File: config.mk
export PLATFORM = sky130hd
export DESIGN_NAME = tt_um_emern_frontend_spec
export DESIGN_NICKNAME = d
export VERILOG_FILES = /design/src/rtl/tt_um_emern_frontend_spec_pkg.sv /design/src/rtl/tt_um_emern_frontend_spec_spi_rx.sv /design/src/rtl/tt_um_emern_frontend_spec.sv
export SDC_FILE = /design/constraint.sdc
export NUM_CORES = 1
export LEC_CHECK = 0
export ABC_AREA = 1
export BUFFER_PORTS_ARGS = -buffer_cell sky130_fd_sc_hd__buf_2
export CORE_AREA = 2 2 123 125
export DETAILED_ROUTE_END_ITERATION = 8
export DIE_AREA = 0 0 125 127
export PLACE_DENSITY = 0.87
export RECOVER_POWER = 25
export SETUP_SLACK_MARGIN = 0.5
export SLEW_MARGIN = 20
export SYNTH_ARGS = -nofsm -noshare
export SYNTH_HDL_FRONTEND = slang
export SYNTH_HIERARCHICAL = 1
export SYNTH_SLANG_ARGS = --single-unit
File: constraint.sdc
create_clock -name clk -period 3.79 [get_ports clk]
set_input_delay 0.5685 -clock clk [delete_from_list [all_inputs] [get_ports clk]]
set_output_delay 0.5685 -clock clk [all_outputs]
set_load 0.005 [all_outputs]
File: src/rtl/tt_um_emern_frontend_spec_pkg.sv
// Shared widths, register map and shadow-register layout for the polygon frontend.
package tt_um_emern_frontend_spec_pkg;

    localparam int unsigned BYTE_W     = 8;
    localparam int unsigned BIT_CNT_W  = 3;
    localparam int unsigned ADDR_W     = 7;
    localparam int unsigned COLOR_W    = 6;
    localparam int unsigned X_W        = 7;
    localparam int unsigned Y_W        = 6;
    localparam int unsigned DEPTH_W    = 3;
    localparam int unsigned NUM_POLY   = 2;
    localparam int unsigned POLY_IDX_W = 1;

    localparam logic [ADDR_W-1:0] ADDR_BG        = 7'h00;
    localparam logic [ADDR_W-1:0] ADDR_EN_SCREEN = 7'h01;
    localparam logic [ADDR_W-1:0] POLY0_BASE     = 7'h10;
    localparam logic [ADDR_W-1:0] POLY1_BASE     = 7'h20;

    localparam logic [ADDR_W-1:0] OFF_COLOR  = 7'd0;
    localparam logic [ADDR_W-1:0] OFF_V0_X   = 7'd1;
    localparam logic [ADDR_W-1:0] OFF_V0_Y   = 7'd2;
    localparam logic [ADDR_W-1:0] OFF_V1_X   = 7'd3;
    localparam logic [ADDR_W-1:0] OFF_V1_Y   = 7'd4;
    localparam logic [ADDR_W-1:0] OFF_V2_X   = 7'd5;
    localparam logic [ADDR_W-1:0] OFF_V2_Y   = 7'd6;
    localparam logic [ADDR_W-1:0] OFF_DEPTH  = 7'd7;
    localparam logic [ADDR_W-1:0] OFF_ENABLE = 7'd8;

    typedef struct packed {
        logic [COLOR_W-1:0] color;
        logic [X_W-1:0]     v0_x;
        logic [Y_W-1:0]     v0_y;
        logic [X_W-1:0]     v1_x;
        logic [Y_W-1:0]     v1_y;
        logic [X_W-1:0]     v2_x;
        logic [Y_W-1:0]     v2_y;
        logic [DEPTH_W-1:0] depth;
        logic               enable;
    } poly_regs_t;

    typedef struct packed {
        logic [COLOR_W-1:0]            bg_color;
        logic                          en_screen;
        poly_regs_t [NUM_POLY-1:0]     poly;
    } frame_regs_t;

    function automatic logic [ADDR_W-1:0] poly_base(input logic [POLY_IDX_W-1:0] idx);
        return (idx == POLY_IDX_W'(0)) ? POLY0_BASE : POLY1_BASE;
    endfunction

    // Apply one data byte to the register image; unmapped addresses leave it untouched.
    function automatic frame_regs_t reg_write(input frame_regs_t cur,
                                             input logic [ADDR_W-1:0] addr,
                                             input logic [BYTE_W-1:0] data);
        frame_regs_t               nxt;
        logic [ADDR_W-1:0]         off;
        logic [POLY_IDX_W-1:0]     idx;
        nxt = cur;
        if (addr == ADDR_BG)        nxt.bg_color  = data[COLOR_W-1:0];
        if (addr == ADDR_EN_SCREEN) nxt.en_screen = data[0];
        for (int unsigned p = 0; p < NUM_POLY; p++) begin
            idx = POLY_IDX_W'(p);
            off = addr - poly_base(idx);
            case (off)
                OFF_COLOR:  nxt.poly[idx].color  = data[COLOR_W-1:0];
                OFF_V0_X:   nxt.poly[idx].v0_x   = data[X_W-1:0];
                OFF_V0_Y:   nxt.poly[idx].v0_y   = data[Y_W-1:0];
                OFF_V1_X:   nxt.poly[idx].v1_x   = data[X_W-1:0];
                OFF_V1_Y:   nxt.poly[idx].v1_y   = data[Y_W-1:0];
                OFF_V2_X:   nxt.poly[idx].v2_x   = data[X_W-1:0];
                OFF_V2_Y:   nxt.poly[idx].v2_y   = data[Y_W-1:0];
                OFF_DEPTH:  nxt.poly[idx].depth  = data[DEPTH_W-1:0];
                OFF_ENABLE: nxt.poly[idx].enable = data[0];
                default: ;
            endcase
        end
        return nxt;
    endfunction

endpackage

File: src/rtl/tt_um_emern_frontend_spec_spi_rx.sv
// SPI mode-0 receiver: input synchronisers, sck edge detect and byte deserialiser.
module tt_um_emern_frontend_spec_spi_rx
    import tt_um_emern_frontend_spec_pkg::*;
(
    input  logic              clk,
    input  logic              rst_n,
    input  logic              cs_in,
    input  logic              mosi_in,
    input  logic              sck_in,
    output logic              byte_valid,
    output logic [BYTE_W-1:0] byte_data,
    output logic              first_byte
);

    logic                 cs_meta_q,   cs_meta_d;
    logic                 cs_sync_q,   cs_sync_d;
    logic                 sck_meta_q,  sck_meta_d;
    logic                 sck_sync_q,  sck_sync_d;
    logic                 sck_prev_q,  sck_prev_d;
    logic                 mosi_meta_q, mosi_meta_d;
    logic                 mosi_sync_q, mosi_sync_d;
    logic                 armed_q,     armed_d;
    logic                 data_phase_q, data_phase_d;
    logic [BIT_CNT_W-1:0] bit_cnt_q,   bit_cnt_d;
    logic [BYTE_W-1:0]    shift_q,     shift_d;
    logic                 valid_q,     valid_d;
    logic                 first_q,     first_d;
    logic                 sck_rise;

    assign sck_rise = sck_sync_q & ~sck_prev_q;

    // Receiver only listens after it has seen cs deasserted since the last reset.
    always_comb begin
        cs_meta_d    = cs_in;
        cs_sync_d    = cs_meta_q;
        sck_meta_d   = sck_in;
        sck_sync_d   = sck_meta_q;
        sck_prev_d   = sck_sync_q;
        mosi_meta_d  = mosi_in;
        mosi_sync_d  = mosi_meta_q;
        armed_d      = armed_q;
        data_phase_d = data_phase_q;
        bit_cnt_d    = bit_cnt_q;
        shift_d      = shift_q;
        valid_d      = 1'b0;
        first_d      = 1'b0;

        if (cs_sync_q) begin
            armed_d      = 1'b1;
            bit_cnt_d    = '0;
            shift_d      = '0;
            data_phase_d = 1'b0;
        end else if (armed_q && sck_rise) begin
            shift_d   = {shift_q[BYTE_W-2:0], mosi_sync_q};
            bit_cnt_d = bit_cnt_q + BIT_CNT_W'(1);
            if (bit_cnt_q == BIT_CNT_W'(BYTE_W - 1)) begin
                valid_d      = 1'b1;
                first_d      = ~data_phase_q;
                data_phase_d = 1'b1;
            end
        end
    end

    always_ff @(posedge clk) begin
        if (rst_n) begin
            cs_meta_q    <= 1'b0;
            cs_sync_q    <= 1'b0;
            sck_meta_q   <= 1'b0;
            sck_sync_q   <= 1'b0;
            sck_prev_q   <= 1'b0;
            mosi_meta_q  <= 1'b0;
            mosi_sync_q  <= 1'b0;
            armed_q      <= 1'b0;
            data_phase_q <= 1'b0;
            bit_cnt_q    <= '0;
            shift_q      <= '0;
            valid_q      <= 1'b0;
            first_q      <= 1'b0;
        end else begin
            cs_meta_q    <= cs_meta_d;
            cs_sync_q    <= cs_sync_d;
            sck_meta_q   <= sck_meta_d;
            sck_sync_q   <= sck_sync_d;
            sck_prev_q   <= sck_prev_d;
            mosi_meta_q  <= mosi_meta_d;
            mosi_sync_q  <= mosi_sync_d;
            armed_q      <= armed_d;
            data_phase_q <= data_phase_d;
            bit_cnt_q    <= bit_cnt_d;
            shift_q      <= shift_d;
            valid_q      <= valid_d;
            first_q      <= first_d;
        end
    end

    assign byte_valid = valid_q;
    assign byte_data  = shift_q;
    assign first_byte = first_q;

endmodule

File: src/rtl/tt_um_emern_frontend_spec.sv
// Polygon frontend: SPI-written shadow registers copied to registered outputs on en_load.
module tt_um_emern_frontend_spec
    import tt_um_emern_frontend_spec_pkg::*;
(
    input  logic        clk,
    input  logic        rst_n,
    input  logic        cs_in,
    input  logic        mosi_in,
    input  logic        miso_in,
    input  logic        sck_in,
    input  logic        en_load,
    output logic [5:0]  bg_color_out,
    output logic [11:0] poly_color_out,
    output logic [13:0] v0_x_out,
    output logic [13:0] v1_x_out,
    output logic [13:0] v2_x_out,
    output logic [11:0] v0_y_out,
    output logic [11:0] v1_y_out,
    output logic [11:0] v2_y_out,
    output logic [5:0]  poly_depth_out,
    output logic        en_screen_out,
    output logic [1:0]  poly_enable_out
);

    logic              rx_valid;
    logic [BYTE_W-1:0] rx_byte;
    logic              rx_first;
    logic              unused_miso;

    frame_regs_t       shadow_q, shadow_d;
    frame_regs_t       out_q,    out_d;
    logic [ADDR_W-1:0] addr_q,   addr_d;

    assign unused_miso = miso_in;

    tt_um_emern_frontend_spec_spi_rx u_spi_rx (
        .clk        (clk),
        .rst_n      (rst_n),
        .cs_in      (cs_in),
        .mosi_in    (mosi_in),
        .sck_in     (sck_in),
        .byte_valid (rx_valid),
        .byte_data  (rx_byte),
        .first_byte (rx_first)
    );

    // First byte of a transaction loads the address; later bytes write and auto-increment.
    always_comb begin
        shadow_d = shadow_q;
        addr_d   = addr_q;
        if (rx_valid) begin
            if (rx_first) begin
                addr_d = rx_byte[ADDR_W-1:0];
            end else begin
                shadow_d = reg_write(shadow_q, addr_q, rx_byte);
                addr_d   = addr_q + ADDR_W'(1);
            end
        end
    end

    // Outputs sample the pre-write shadow image, so a coincident write lands on the next load.
    always_comb begin
        out_d = out_q;
        if (en_load) out_d = shadow_q;
    end

    always_ff @(posedge clk) begin
        if (rst_n) begin
            shadow_q <= '0;
            out_q    <= '0;
            addr_q   <= '0;
        end else begin
            shadow_q <= shadow_d;
            out_q    <= out_d;
            addr_q   <= addr_d;
        end
    end

    assign bg_color_out  = out_q.bg_color;
    assign en_screen_out = out_q.en_screen;

    for (genvar p = 0; p < NUM_POLY; p++) begin : g_poly_out
        assign poly_color_out[p*COLOR_W +: COLOR_W] = out_q.poly[p].color;
        assign v0_x_out[p*X_W +: X_W]               = out_q.poly[p].v0_x;
        assign v1_x_out[p*X_W +: X_W]               = out_q.poly[p].v1_x;
        assign v2_x_out[p*X_W +: X_W]               = out_q.poly[p].v2_x;
        assign v0_y_out[p*Y_W +: Y_W]               = out_q.poly[p].v0_y;
        assign v1_y_out[p*Y_W +: Y_W]               = out_q.poly[p].v1_y;
        assign v2_y_out[p*Y_W +: Y_W]               = out_q.poly[p].v2_y;
        assign poly_depth_out[p*DEPTH_W +: DEPTH_W] = out_q.poly[p].depth;
        assign poly_enable_out[p]                   = out_q.poly[p].enable;
    end

endmodule

==> impl_metrics.toml <==
[routing]
drtIter0Drc = 557
drt_wl_total_um = 20220
wl_per_cell_um = 14.34
viasPerCell = 5.371
first_pass_iters = 5
vias = 7573
route.detailed.drc = 0
final_antenna_net_count = 0

[grt]
grt_max_degree = 106
grt.total_usage = 0.2501
grt_pass1_wl_um = 33780
grt_overflow = 0
antenna_found_initial = 0
grt_pass1_vias = 7083

[timing]
worst_hold_slack_ps = 267.9
finalHoldViolCount = 0
setup_viol = 0
fmax_ghz = 0.5313
period_needed_ps = 1882
skew_ps = 11.46
tns_ps = 0
slew_viol_final = 0
rsz0062_at_grt = "false"
worst_pin_slew_ps = 1085
period_share = 0.4966
max_slew_margin = 0.2756

[placed_design]
portBuffers = 110
place_congestion = 0.8486
hpwl_um = 11740

[worst_hold_path]
hp-class = "primary input to flop"
holdPathStages = 3

[worst_setup_path]
worstSetupStartpointType = "primary input"
arrival_ps = 2310
criticalPathCategory = "primary input to flop"
max_stage_delay_ps = 650
cp_slowest_cell = "inv_4"
cp.depth = 5
path_buf_inv = 3
cpLargestDelayFamily = "buffers and inverters"
crit_fanout = 88
end_kind = "flop"
r2r_cells = 7
crit_chain = "clkbuf_1, inv_4, buf_4, o21ai_0, nor2_1"
cp.required_ps = 4220

[finish]
antenna_cells = 0
layout_commonest_cell = "nor2_1"
syn_to_final_growth_pct = 14.50
nets = 1224
drive_above_1_share = 0.1436
layout_common_cells = "414 x nor2_1, 238 x dfxtp_1, 213 x o21ai_0, 103 x buf_2, 57 x nor3_1"
fill_cells = 1190

[floorplan]
io_pins = 112
die_w_um = 125
dieArea_mm2 = 0.01588
num_rows = 44
die_h_um = 127
core_mm2 = 0.01442
start_util = 0.6103

[cts]
cts.path.max_buffers = 3
clk_pin_slew_ps = 60
ctsHoldBuffers = 0
cts-root-buf = "clkbuf_16"
cts_made_buffers = 22
cts_resized = 0
clock-sinks = 238
htreeDepth = 1
post_cts_buffers = 0
clock_latency_ps = 500
cts_tree = "yes"

[yosys]
synth_area_mm2 = 0.008803
synthesis.nets = 1151
yosys_warnings = 6
synth_cells = 1137
syn-mean-instance-area_um2 = 7.743

[pwr]
peakVddDrop_v = 0.0003771
power.density_mw_per_mm2 = 508.5
p_leak_nw = 4.570

[job]
maxCapViolCount = 0

[outcome]
status = "completed"
layout make-up:
type                    instances  area [µm²]  area share
inverters                      53       206.4     0.02048
flip-flops and latches        238        4765      0.4727
multi-input cells             779        3525      0.3497
clock buffers                  34       646.9     0.06418
repair buffers                116       599.3     0.05946
well taps                     184       230.2     0.02284
clock inverters                 6       107.6     0.01068
where the power goes:
part	switching [mW]	internal (mW)	leakage, nW
Combinational	0.146	0.0846	2.27
Clock	0.920	1.38	0.365
Sequential	0.0342	2.56	1.94
Total	1.10	4.02	4.57
state kept, by name (all words and copies together) (netlist names), 12 cells and up:
| signal | cells |
|---|---|
| v0_y_out | 12 |
| shadow_q | 105 |
| v2_x_out | 14 |
| v1_y_out | 12 |
| poly_color_out | 12 |
| v1_x_out | 14 |
| v2_y_out | 12 |
| v0_x_out | 14 |
per-layer routing:
layer,part of all wire,vias to the layer above,GRT usage
met1,0.44,3464,0.3313
met5,0,-,0
li1,-,3812,-
met2,0.47,252,0.4265
met4,0.025,0,0.07647
met3,0.060,45,0.03853
final timing paths:
kind / from / end / slack (ps)
worst max-delay path: rst_n / shadow_q[76]$_SDFFE_PP0P_ / 1910
worst min-delay path: cs_in / u_spi_rx/cs_meta_q$_SDFF_PP0_ / 270
worst max register to register: u_spi_rx/byte_valid$_SDFF_PP0_ / shadow_q[13]$_SDFFE_PP0P_ / 1920
worst min register to register: u_spi_rx/sck_meta_q$_SDFF_PP0_ / u_spi_rx/sck_prev_d$_SDFF_PP0_ / 400
metrics by stage:
step / utilization / instance area, µm² / instances / setup slack [ps] / total power [mW]
2_1_floorplan: - / 8803 / 1137 / 2324 / 2.788
3_3_place_gp: 0.6482 / 9350 / 1370 / 1616 / 2.874
3_5_place_dp: 0.6482 / 9350 / 1370 / 1593 / 2.881
4_1_cts: 0.7006 / 10100 / 1410 / 1928 / 5.151
5_1_grt: 0.6988 / 10080 / 1410 / 1709 / 5.288
6_report: 0.6988 / 10080 / 1410 / 1908 / 5.125
worst min-delay path: cells and delay by family:
family / cells / cell delay, ps
buffers and inverters: 2 / 100
and+or+nand+nor: 1 / 60
No activity file was read; power rests on OpenSTA's default activity.
